$ cat src/rtl/mesi_pkg.sv
// MESI coherence shared types: line states, bus commands,
// transition event kinds and control FSM states.
package mesi_pkg;

   typedef enum logic [1:0] {
      I = 2'b00,
      S = 2'b01,
      E = 2'b10,
      M = 2'b11
   } mesi_t;

   typedef enum logic [1:0] {
      NONE = 2'd0,
      RD   = 2'd1,
      RDX  = 2'd2,
      UPGR = 2'd3
   } bus_cmd_t;

   typedef enum logic [2:0] {
      EV_NONE,
      EV_PR_RD,
      EV_PR_WR,
      EV_SNP_RD,
      EV_SNP_RDX,
      EV_SNP_UPGR,
      EV_FILL_RD,
      EV_FILL_RDX
   } ev_t;

   typedef enum logic [1:0] {
      ST_IDLE,
      ST_BUS_REQ,
      ST_FLUSH
   } fsm_t;

   function automatic logic is_valid(input mesi_t s);
      return s != I;
   endfunction

endpackage

$ cat src/rtl/mesi_line_next.sv
// Pure MESI transition function for a single line: next state,
// bus command needed to complete the event, and dirty-flush flag.
module mesi_line_next
   import mesi_pkg::*;
(
   input  mesi_t    i_cur,
   input  ev_t      i_ev,
   input  logic     i_shared,
   input  logic     i_msi,
   output mesi_t    o_nxt,
   output bus_cmd_t o_cmd,
   output logic     o_flush
);

   always_comb begin
      o_nxt   = i_cur;
      o_cmd   = NONE;
      o_flush = 1'b0;
      case (i_ev)
         EV_PR_RD: begin
            if (i_cur == I) o_cmd = RD;
         end
         EV_PR_WR: begin
            case (i_cur)
               I:       o_cmd = RDX;
               S:       o_cmd = UPGR;
               default: o_nxt = M;
            endcase
         end
         EV_SNP_RD: begin
            if (i_cur == M || i_cur == E) o_nxt = S;
            o_flush = (i_cur == M);
         end
         EV_SNP_RDX: begin
            o_nxt   = I;
            o_flush = (i_cur == M);
         end
         EV_SNP_UPGR: begin
            if (i_cur == S) o_nxt = I;
         end
         EV_FILL_RD:  o_nxt = (i_shared || i_msi) ? S : E;
         EV_FILL_RDX: o_nxt = M;
         default: ;
      endcase
   end

endmodule

$ cat src/rtl/mesi_coherence_ctrl.sv
// MESI controller for one private cache: per-line state array,
// bus request/grant sequencing and multi-beat snoop writeback.
module mesi_coherence_ctrl
   import mesi_pkg::*;
#(
   parameter int NUM_LINES   = 16,
   parameter int IDX_W       = $clog2(NUM_LINES),
   parameter int FLUSH_BEATS = 4,
   parameter bit MSI_MODE    = 1'b0
)(
   input  logic             clk,
   input  logic             rstb,
   input  logic             pr_valid,
   input  logic             pr_we,
   input  logic [IDX_W-1:0] pr_idx,
   output logic             pr_ready,
   output logic             bus_req,
   input  logic             bus_gnt,
   output bus_cmd_t         bus_cmd,
   output logic [IDX_W-1:0] bus_idx,
   input  logic             bus_shared_in,
   input  logic             snp_valid,
   input  bus_cmd_t         snp_cmd,
   input  logic [IDX_W-1:0] snp_idx,
   output logic             snp_ready,
   output logic             snp_shared_out,
   output logic             snp_flush,
   input  logic [IDX_W-1:0] dbg_idx,
   output mesi_t            dbg_state
);

   localparam int DEPTH = 1 << IDX_W;
   localparam int BW = $clog2(FLUSH_BEATS + 1);
   localparam logic [BW-1:0] LAST_BEAT = BW'(FLUSH_BEATS - 1);
   localparam logic [DEPTH-1:0] LINE_OK =
      {DEPTH{1'b1}} >> (DEPTH - NUM_LINES);

   mesi_t            r_lines [NUM_LINES];
   fsm_t             r_state, w_nstate;
   fsm_t             r_ret, w_nret;
   logic [BW-1:0]    r_beat, w_nbeat;
   logic [IDX_W-1:0] r_fl_idx, w_nfl_idx;
   mesi_t            r_fl_val, w_nfl_val;
   logic [IDX_W-1:0] r_pend_idx, w_npend_idx;
   bus_cmd_t         r_pend_cmd, w_npend_cmd;
   logic             r_pr_ready, w_npr_ready;

   logic             w_wa_en, w_wb_en;
   logic [IDX_W-1:0] w_wa_idx;
   mesi_t            w_wa_val;

   mesi_t            w_snp_line, w_snp_nxt, w_pr_line, w_pr_nxt;
   mesi_t            w_fill_nxt;
   ev_t              w_snp_ev, w_pr_ev, w_fill_ev;
   bus_cmd_t         w_pr_cmd, w_cmd;
   bus_cmd_t         w_snp_cmd_nc, w_fill_cmd_nc;
   logic             w_snp_fl, w_pr_fl_nc, w_fill_fl_nc;
   logic             w_snp_acc, w_pr_acc, w_gnt, w_pend_kill;
   logic             w_unused;

   // Out-of-range indices read as I so they always miss.
   function automatic mesi_t rd_line(input logic [IDX_W-1:0] i);
      return LINE_OK[i] ? r_lines[i] : I;
   endfunction

   assign w_snp_line = rd_line(snp_idx);
   assign w_pr_line  = rd_line(pr_idx);
   assign dbg_state  = rd_line(dbg_idx);

   always_comb begin
      case (snp_cmd)
         RD:      w_snp_ev = EV_SNP_RD;
         RDX:     w_snp_ev = EV_SNP_RDX;
         UPGR:    w_snp_ev = EV_SNP_UPGR;
         default: w_snp_ev = EV_NONE;
      endcase
   end

   assign w_pr_ev   = pr_we ? EV_PR_WR : EV_PR_RD;
   assign w_fill_ev = (w_cmd == RD) ? EV_FILL_RD : EV_FILL_RDX;

   mesi_line_next u_snp (
      .i_cur(w_snp_line), .i_ev(w_snp_ev), .i_shared(1'b0),
      .i_msi(MSI_MODE), .o_nxt(w_snp_nxt), .o_cmd(w_snp_cmd_nc),
      .o_flush(w_snp_fl));

   mesi_line_next u_pr (
      .i_cur(w_pr_line), .i_ev(w_pr_ev), .i_shared(1'b0),
      .i_msi(MSI_MODE), .o_nxt(w_pr_nxt), .o_cmd(w_pr_cmd),
      .o_flush(w_pr_fl_nc));

   mesi_line_next u_fill (
      .i_cur(I), .i_ev(w_fill_ev), .i_shared(bus_shared_in),
      .i_msi(MSI_MODE), .o_nxt(w_fill_nxt), .o_cmd(w_fill_cmd_nc),
      .o_flush(w_fill_fl_nc));

   assign w_unused = ^{w_snp_cmd_nc, w_fill_cmd_nc,
                       w_pr_fl_nc, w_fill_fl_nc};

   assign snp_ready = (r_state != ST_FLUSH);
   assign snp_flush = (r_state == ST_FLUSH);
   assign bus_req   = (r_state == ST_BUS_REQ) ||
                      (r_state == ST_FLUSH && r_ret == ST_BUS_REQ);
   assign pr_ready  = r_pr_ready;

   assign w_snp_acc = snp_valid && snp_ready;
   assign w_gnt     = bus_req && bus_gnt;
   assign w_pr_acc  = (r_state == ST_IDLE) && pr_valid &&
                      !snp_valid && !r_pr_ready;

   assign snp_shared_out = snp_valid && is_valid(w_snp_line) &&
                           (snp_cmd == RD || snp_cmd == RDX);

   // Losing S on the pending line before grant needs a full RDX.
   assign w_pend_kill = w_snp_acc && bus_req &&
                        snp_idx == r_pend_idx &&
                        r_pend_cmd == UPGR && w_snp_nxt == I;
   assign w_cmd   = w_pend_kill ? RDX : r_pend_cmd;
   assign bus_cmd = w_gnt ? w_cmd : NONE;
   assign bus_idx = w_gnt ? r_pend_idx : '0;

   always_comb begin
      w_nstate    = r_state;
      w_nret      = r_ret;
      w_nbeat     = r_beat;
      w_nfl_idx   = r_fl_idx;
      w_nfl_val   = r_fl_val;
      w_npend_idx = r_pend_idx;
      w_npend_cmd = w_cmd;
      w_npr_ready = w_gnt;
      w_wa_en     = 1'b0;
      w_wa_idx    = snp_idx;
      w_wa_val    = w_snp_nxt;
      w_wb_en     = w_gnt;
      case (r_state)
         ST_IDLE, ST_BUS_REQ: begin
            if (w_gnt) w_nstate = ST_IDLE;
            if (w_snp_acc) begin
               if (w_snp_fl) begin
                  w_nret    = w_nstate;
                  w_nstate  = ST_FLUSH;
                  w_nbeat   = LAST_BEAT;
                  w_nfl_idx = snp_idx;
                  w_nfl_val = w_snp_nxt;
               end else begin
                  w_wa_en = 1'b1;
               end
            end else if (w_pr_acc) begin
               if (w_pr_cmd == NONE) begin
                  w_wa_en     = 1'b1;
                  w_wa_idx    = pr_idx;
                  w_wa_val    = w_pr_nxt;
                  w_npr_ready = 1'b1;
               end else begin
                  w_npend_cmd = w_pr_cmd;
                  w_npend_idx = pr_idx;
                  w_nstate    = ST_BUS_REQ;
               end
            end
         end
         ST_FLUSH: begin
            if (w_gnt) w_nret = ST_IDLE;
            if (r_beat == '0) begin
               w_wa_en  = 1'b1;
               w_wa_idx = r_fl_idx;
               w_wa_val = r_fl_val;
               w_nstate = w_nret;
            end else begin
               w_nbeat = r_beat - 1'b1;
            end
         end
         default: w_nstate = ST_IDLE;
      endcase
   end

   always_ff @(posedge clk or negedge rstb) begin
      if (!rstb) begin
         r_state    <= ST_IDLE;
         r_ret      <= ST_IDLE;
         r_beat     <= '0;
         r_fl_idx   <= '0;
         r_fl_val   <= I;
         r_pend_idx <= '0;
         r_pend_cmd <= NONE;
         r_pr_ready <= 1'b0;
      end else begin
         r_state    <= w_nstate;
         r_ret      <= w_nret;
         r_beat     <= w_nbeat;
         r_fl_idx   <= w_nfl_idx;
         r_fl_val   <= w_nfl_val;
         r_pend_idx <= w_npend_idx;
         r_pend_cmd <= w_npend_cmd;
         r_pr_ready <= w_npr_ready;
      end
   end

   // Fill is written after the snoop update so it wins on a shared index.
   always_ff @(posedge clk or negedge rstb) begin
      if (!rstb) begin
         for (int k = 0; k < NUM_LINES; k++) r_lines[k] <= I;
      end else begin
         if (w_wa_en && LINE_OK[w_wa_idx])
            r_lines[w_wa_idx] <= w_wa_val;
         if (w_wb_en && LINE_OK[r_pend_idx])
            r_lines[r_pend_idx] <= w_fill_nxt;
      end
   end

endmodule

$ cat config.mk
export PLATFORM = sky130hd
export DESIGN_NAME = mesi_coherence_ctrl
export DESIGN_NICKNAME = d
export VERILOG_FILES = /design/src/rtl/mesi_pkg.sv /design/src/rtl/mesi_line_next.sv /design/src/rtl/mesi_coherence_ctrl.sv
export SDC_FILE = /design/constraint.sdc
export NUM_CORES = 1
export LEC_CHECK = 0
export ABC_AREA = 1
export CAP_MARGIN = 20
export CORE_MARGIN = 10
export CORE_UTILIZATION = 45
export CTS_BUF_LIST = sky130_fd_sc_hd__clkbuf_4 sky130_fd_sc_hd__clkbuf_8
export DETAILED_ROUTE_END_ITERATION = 16
export PLACE_DENSITY_LB_ADDON = 0.2
export SETUP_SLACK_MARGIN = 0.05
export SYNTH_ARGS = -nofsm -noshare
export SYNTH_HDL_FRONTEND = slang
export SYNTH_HIERARCHICAL = 1
export SYNTH_SLANG_ARGS = --single-unit
$ cat constraint.sdc
create_clock -name clk -period 3.6 [get_ports clk]
set_input_delay 0.72 -clock clk [delete_from_list [all_inputs] [get_ports clk]]
set_output_delay 0.72 -clock clk [all_outputs]
set_load 0.01 [all_outputs]
==> metrics <==
Clock Skew=6.69 ps; Max-cap violations=0; Slew headroom=50.0%; routed wire length=16.5 mm; Slew Viols, Final=0; FP Rows=36; antenna cells=0; DR pass1 iterations=5; Avg WL per Cell=16.0 um; CTS root buffer=clkbuf_8; Vias=5,420; crit path kind=primary input to output pin; Worst setup EP type=output pin; PD cells=523 nW/um2; Vias/cell=5.26; Antenna Violating Nets Remaining=0; drt initial violations=515; synth warn=6; most frequent cells in the layout=nand2_1 (203), inv_1 (91), buf_4 (87); cts hold-fix bufs=0; Core Region=9820 um2; TritonCTS Sinks=52; fraction of layout cells with a size suffix above 1=25.1%; commonest non-fill, non-tap cell in the layout=nand2_1; Port Buffers=33; gr ovfl total=0; CTS Buffer Depth=2; min Tclk post-route=3500 ps; TritonCTS clock tree=done; Peak VDD IR=0.379 mV; Die ar.=14,500 um2; Post-layout nets=925; Syn Std Cell Area=4540 um2; initial antenna violation count=0; initial core utilization=46.3%; clock latency on the worst-skew pair=320 ps; largest net degree at the start of global routing=33; Final setup viols=0; Worst Hold Class=primary input to asynchronous set/reset pin; Final Hold Viols=0; Total Power=3290 uW; Crit path arrival time=2780 ps; Post-DP HPWL=12.2 mm; CP required=2880 ps; Hold WS=458 ps; fmax=0.285 GHz; DR DRC count=0; clock slew at reported path FFs=100 ps; outcome=finished, final reports clean; die width=120 um; worst slew pin tran=750 ps; static leakage=0.00312 uW; die height=120 um; CP Launch Type=primary input; CTS Buf Count=5; H-Tree Depth=2; mean post-synth cell area=6.04 um2; Mapped Cells=753; gr usage total=22.2%; number of global-route vias before repair=5,025; RSZ-0062 raised after global routing=no; GPL Wtd Cong=0.939; I/O Pins=34; Layout area overhead=38.5%; Final Cycle Share=97.4%; CP Max Fanout=7; first-pass GRT wire length=25.9 mm
==> path summary, 6_finish.rpt <==
| kind | startpoint | to | slack [ps] | cells after the start |
|---|---|---|---|---|
| max in group asynchronous | rstb | r_fl_idx[0]$_DFFE_PN0P_ | 2320 | 2 |
| hold reg to reg | r_pend_idx[1]$_DFFE_PN0P_ | r_pend_idx[1]$_DFFE_PN0P_ | 500 | 2 |
| hold / removal | rstb | r_lines[1]$_DFF_PN0_ | 460 | 1 |
| setup reg to reg | r_lines[29]$_DFF_PN0_ | r_lines[18]$_DFF_PN0_ | 210 | 26 |
| setup / recovery | snp_idx[0] | bus_cmd[0] | 100 | 18 |
| min in group clk | r_pend_idx[1]$_DFFE_PN0P_ | r_pend_idx[1]$_DFFE_PN0P_ | 500 | 2 |
==> timing repair <==
item | in CTS | in global routing
setup buffers | 26 | 7
setup endpoints to repair | 30 | 35
hold endpoints to repair | 0 | 0
gates cloned | 3 | 0
pin swaps | 12 | 42
resized for setup | 42 | 94
==> flip-flops by register name, indices dropped and copies added (netlist names) <==
signal	flops
r_state	2
r_beat	3
r_lines	32
r_pend_cmd	2
r_pend_idx	4
r_fl_idx	4
pr_ready	1
r_fl_val	2
r_ret	2
==> critical path, cell delays in order <==
cell	delay, ps
buf_12	110
buf_8	130
buf_4	150
o21ai_2	130
nand3_1	110
nand3_2	90
nand2_2	80
nor2_2	140
nor2_1	70
nor2_1	130
nand3_2	120
inv_2	70
nand4_1	70
a21oi_1	130
nand4_1	200
nand2_1	140
nor2_1	40
buf_2	140
==> per-layer routing <==
| layer | share of wire [%] | vias to the layer above | global-route usage (%) |
|---|---|---|---|
| met1 | 43 | 2512 | 29.6 |
| met2 | 47 | 208 | 36.6 |
| met3 | 7.9 | 24 | 3.30 |
| met4 | 2.1 | 0 | 5.66 |
| met5 | 0 | - | 0 |
| li1 | - | 2676 | - |
==> area by class of cell <==
cell class                 count  area [um2]
sequential                    52        1300
clock inverter                 2        60.1
clock buffer                   5        68.8
inverter                     115         449
fill                         930        3520
tap                          133         166
multi-input combinational    588        3030
timing repair buffer         136        1210
==> stage by stage <==
stage	area [um2]	utilization [%]	setup slack (ps)	instances	TNS, ps
2_1_floorplan	4630	-	371	776	0
3_3_place_gp	5570	56.8	-601	990	-12080
3_5_place_dp	5570	56.8	-588	990	-11670
4_1_cts	5980	60.9	31.4	1026	0
5_1_grt	6290	64.1	37.4	1031	0
6_report	6290	64.1	95.1	1031	0
==> power breakdown <==
group	leakage (uW)	switching [uW]	internal, uW	total (uW)
clock network	0.0000642	215	274	489
registers	0.000588	195	776	971
logic	0.00247	1080	756	1830
total	0.00312	1490	1810	3290
(Power assumes the default switching activity.)
==> edit 1, RTL diff (same settings) <==
`NUM_LINES`: 16 -> 8.
--- a/src/rtl/mesi_coherence_ctrl.sv
+++ b/src/rtl/mesi_coherence_ctrl.sv
@@ -3,7 +3,7 @@
 module mesi_coherence_ctrl
    import mesi_pkg::*;
 #(
-   parameter int NUM_LINES   = 16,
+   parameter int NUM_LINES   = 8,
    parameter int IDX_W       = $clog2(NUM_LINES),
    parameter int FLUSH_BEATS = 4,
    parameter bit MSI_MODE    = 1'b0
Ports: changed (resized bus_idx, dbg_idx, pr_idx and snp_idx); port bits go from 34 to 30. No check against the original RTL was run, so the function may have changed too.
==> edit 1 against the unedited design <==
  * First-iteration DRC count decreased by 47%
  * Synthesized cell count decreased by 37%
  * Total power fell by 73%
  * Cell area is 38% lower
  * Setup slack better by 0.12 ns
  * Area after synthesis fell by 35%
  * Routed wire length decreased by 47%
  * Cell count decreased by 37%
  * Register-to-register slack better by 0.50 ns
  * Clock skew barely moved
  * Sequential cell count is 18 lower
  * Critical path type unchanged
  * Sequential power is 60% lower
  * Largest cell class unchanged
  * Clock power fell by 39%
  * Global-route usage fell by 4.8 points
==> edit 1: results (changes against the unedited design) <==
outcome:
  status: "completed"
sta:
  fin_skew_ns: 0.00660  # -0.0000843 ns
  tightest_slew_ns: 0.528  # -0.222 ns
grt:
  grt_pass1_wl_um: 14600  # -44%
  grt_pass1_vias: 3081  # -39%
  antenna_found_initial: 0  # unchanged
  grt_max_degree: 35  # +6.1%
  grt_usage: 0.173  # -0.0483
finish:
  largest_register: "r_lines"
  nets: 599  # -35%
  largest_register_ffs: 16  # -50%
  drive_above_1_share: 0.193  # -0.0578
  nFillCells: 594  # -36%
placement:
  port_buffers: 29  # -12%
  dp_slack_ns: -0.560  # +0.0277 ns
  placed_area_sq_um: 3700  # -34%
  dp_hpwl_um: 6850  # -44%
  gp_congestion: 0.918  # -2.2%
route:
  drt_first_pass_iters: 5  # unchanged
  vias: 3363  # -38%
  wl_per_cell_um: 13.4  # -16%
  drtIter0Drc: 271  # -47%
setup_path:
  reg2reg_to: "r_lines[2]"
  crit_arrival_ns: 2.67  # -0.11 ns
  regToRegSetupSlack_ns: 0.71  # +0.50 ns
  cp_max_fo: 5  # -2
  rr_startpoint: "r_lines[4]"
  worstRegToRegCells: 22  # -15%
clock_network:
  cts_buffers: 5  # unchanged
  clk_pin_slew_ns: 0.07  # -0.03 ns
  cts_root_buf: "clkbuf_8"
  clock_path_buffers: 2  # unchanged
  clkLatencyLatePin_ns: 0.30  # -0.02 ns
pwr:
  peakVddDrop_v: 0.000199  # -48%
  p_leak_nw: 2.09  # -33%
  switching_share: 0.301  # -0.151
min_path:
  min_path_type: "reg2reg"
  hold_path_startpoint: "r_fl_val[0]"
## edit 1: cell types whose count changed in the layout (fill, tap and decap cells not counted), sizes merged, moves of 18 or more
cell	unedited run	this run
o21ai	70	50
inv	113	74
dfrtp	52	34
a21oi	53	29
nand3	92	50
buf	107	49
nand2	225	129
nor2	86	63
## edit 1: area by class of cell
cell class                 instances  share of cell area
multi-input combinational        381               0.493
sequential                        34               0.219
timing repair buffer              78               0.166
inverter                          75              0.0746
tap                               77              0.0248
clock buffer                       6              0.0196
clock inverter                     2             0.00354
## edit 1: worst max-delay path, stage by stage
cell and delay (ns):
clkdlybuf4s50_1 0.52, inv_2 0.09, nor2_1 0.14, a31oi_2 0.08
nand2_1 0.12, nor2_1 0.05, nor2_1 0.13, nand3_2 0.13
nor4_4 0.22, nand4_1 0.10, nand2_1 0.10, inv_1 0.06
nand3_1 0.06, inv_1 0.04, clkbuf_2 0.12
## edit 1: routing by layer
layer,part of all wire,vias up,GRT usage
li1,-,1719,-
met4,0.028,0,0.0804
met1,0.44,1492,0.228
met2,0.45,127,0.267
met3,0.074,25,0.0316
met5,0,-,0
## edit 1: power by group through the flow
stage | registers, mW | clock network, mW | logic [mW]
6_report | 0.386 | 0.296 | 0.209
5_1_grt | 0.386 | 0.314 | 0.233
4_1_cts | 0.386 | 0.301 | 0.197
3_5_place_dp | 0.394 | 0 | 0.190
3_3_place_gp | 0.394 | 0 | 0.188
2_1_floorplan | 0.393 | 0 | 0.0967
## edit 1: timing repair
item,in CTS,in global routing
buffers inserted,1,1
hold buffers,0,0
endpoints found under the hold margin,0,0
resized for setup,18,24
endpoints found under the setup margin,4,17
cloned,0,1
pin swaps,7,9
## edit 1: how the worst max path moves through the flow
stage          slack, ns  cells after the start          to       start
3_3_place_gp       -0.52                     17  bus_cmd[0]  snp_idx[0]
3_5_place_dp       -0.56                     17  bus_cmd[0]  snp_idx[0]
2_1_floorplan       0.51                     17  bus_cmd[0]  snp_idx[0]
4_1_cts             0.08                     15  bus_cmd[0]  snp_cmd[0]
6_report            0.21                     15  bus_cmd[0]  snp_idx[2]
5_1_grt             0.02                     15  bus_cmd[0]  snp_idx[2]
## edit 1: metrics by stage
step / hold WS [ns] / util / setup TNS [ns] / instances / power [mW]
6_report: 0.483 / 0.613 / 0 / 653 / 0.890
3_3_place_gp: 0.463 / 0.583 / -2.67 / 642 / 0.581
5_1_grt: 0.522 / 0.613 / 0 / 653 / 0.934
3_5_place_dp: 0.466 / 0.583 / -3.93 / 642 / 0.583
2_1_floorplan: 0.424 / - / 0 / 498 / 0.490
4_1_cts: 0.485 / 0.602 / 0 / 651 / 0.885
==> edit 2, RTL diff (same flow settings) <==
Without the edit above. Reset style: synchronous (`rstb`), changed in 2 clocked blocks.
--- a/src/rtl/mesi_coherence_ctrl.sv
+++ b/src/rtl/mesi_coherence_ctrl.sv
@@ -173,7 +173,7 @@
       endcase
    end
 
-   always_ff @(posedge clk or negedge rstb) begin
+   always_ff @(posedge clk) begin
       if (!rstb) begin
          r_state    <= ST_IDLE;
          r_ret      <= ST_IDLE;
@@ -196,7 +196,7 @@
    end
 
    // Fill is written after the snoop update so it wins on a shared index.
-   always_ff @(posedge clk or negedge rstb) begin
+   always_ff @(posedge clk) begin
       if (!rstb) begin
          for (int k = 0; k < NUM_LINES; k++) r_lines[k] <= I;
       end else begin
Behaviour: differs if rstb is asserted again (counterexample within 4 cycles, from zero or initial values and one cycle with rstb low); with rstb held inactive, the same outputs for 4 cycles.
==> edit 2 against the unedited design <==
  * Via count fell by 3.5%
  * Cell area fell by 5.8%
  * Sequential cell count did not move
  * Routed wire length fell by 8.5%
  * Sequential share of layout area rose by 2.3 points
  * Clock skew barely moved
  * Setup slack improved by 0.12 ns
  * Area after synthesis fell by 3.3%
  * Register-to-register slack improved by 0.19 ns
  * Critical endpoint is now dbg_state[0]
  * Largest cell class unchanged
  * Highest routed layer unchanged
Power is not compared: it rests on default switching activity, and its combinational part moved more than twofold at a synthesized area within 25%.
==> edit 2: results (changes against the unedited design) <==
route:
  drtIter0Drc: 675  # +31%
  wl_per_cell_um: 15.9  # -0.57%
  drt-met1-wl_um: 6370  # -10%
  via_per_inst: 5.51  # +4.9%
  met2WireLength_um: 7040  # -9.4%
  finalWirelength_um: 15100  # -8.5%
grt:
  met3_usage: 0.0213  # -0.0118
  grt_max_degree: 34  # +3.0%
  grt_util_met1: 0.261  # -0.0346
  grt_pass1_vias: 4682  # -6.8%
  grt_pass1_wl_um: 23600  # -9.0%
  gr-usage-met2: 0.339  # -0.0266
  grt_usage: 0.200  # -0.0220
setup_path:
  cp_slowest_cell: "clkdlybuf4s50_1"
  worstRegToRegCells: 22  # -15%
  critPathMaxStageDelay_ns: 0.77  # +0.57 ns
  cp_max_fo: 16  # +9
  crit_arrival_ns: 2.67  # -0.11 ns
  rr_startpoint: "r_lines[7][1]"
  crit_start: "dbg_idx[1]"
  regToRegSetupSlack_ns: 0.40  # +0.19 ns
  reg2reg_to: "r_lines[10][0]"
  cpLargestDelayFamily: "buffers and inverters"
synth:
  synthesis.instances: 697  # -7.4%
  ys.warnings.count: 6  # unchanged
clock_network:
  clkLatencyLatePin_ns: 0.30  # -0.02 ns
finish:
  multiInputCombCellCount: 540  # -8.2%
  nFillCells: 895  # -3.8%
  inv_count: 94  # -18%
  buf_share: 0.208  # +0.0146
  nets: 842  # -9.0%
  clock_area_frac: 0.0152  # -0.00528
  buffers: 122  # -10%
  sh_seq_area: 0.230  # +0.0229
  multi_input_area_sq_um: 2720  # -10%
  drive_above_1_share: 0.208  # -0.0422
  regArea_sq_um: 1360  # +4.6%
  area_delta_synth_final_pct: 34.9
min_path:
  min_path_type: "reg2reg"
sta:
  holdWs_ns: 0.470  # +0.0121 ns
  fmax_mhz: 295  # +3.4%
  fin_skew_ns: 0.00705  # +0.000365 ns
placement:
  dp_hpwl_um: 11200  # -7.8%
  dp_slack_ns: -0.567  # +0.0204 ns
  place_inst: 918  # -7.3%
  placed_area_sq_um: 5400  # -3.1%
  gp_congestion: 0.980  # +4.5%
pwr:
  p_leak_nw: 2.69
outcome:
  status: "completed"
edit 2: what timing repair did:
item,CTS,global route
setup endpoints to repair,51,65
pin swaps,6,20
gates resized for setup,17,56
setup buffers,11,5
cloned,2,5
edit 2: power by group through the flow:
stage	sequential, mW	combinational (mW)	clock, mW
finish	0.681	0.582	0.346
floorplan	0.681	0.289	0
CTS	0.679	0.529	0.349
global placement	0.693	0.480	0
global route	0.682	0.635	0.372
detailed placement	0.693	0.492	0
edit 2: how the worst max path moves through the flow:
stage / to / depth (start not counted)
6_report: dbg_state[0] / 6
5_1_grt: bus_cmd[0] / 17
4_1_cts: bus_cmd[0] / 17
3_5_place_dp: bus_cmd[0] / 18
3_3_place_gp: bus_cmd[0] / 18
2_1_floorplan: r_lines[14][0] / 25
edit 2: tightest hold or removal path, delay by kind of cell (launching register included):
| kind | cells | cell delay [ns] |
|---|---|---|
| flip-flops | 1 | 0.32 |
| AO/OA/AOI/OAI | 1 | 0.05 |
| buffers and inverters | 1 | 0.06 |
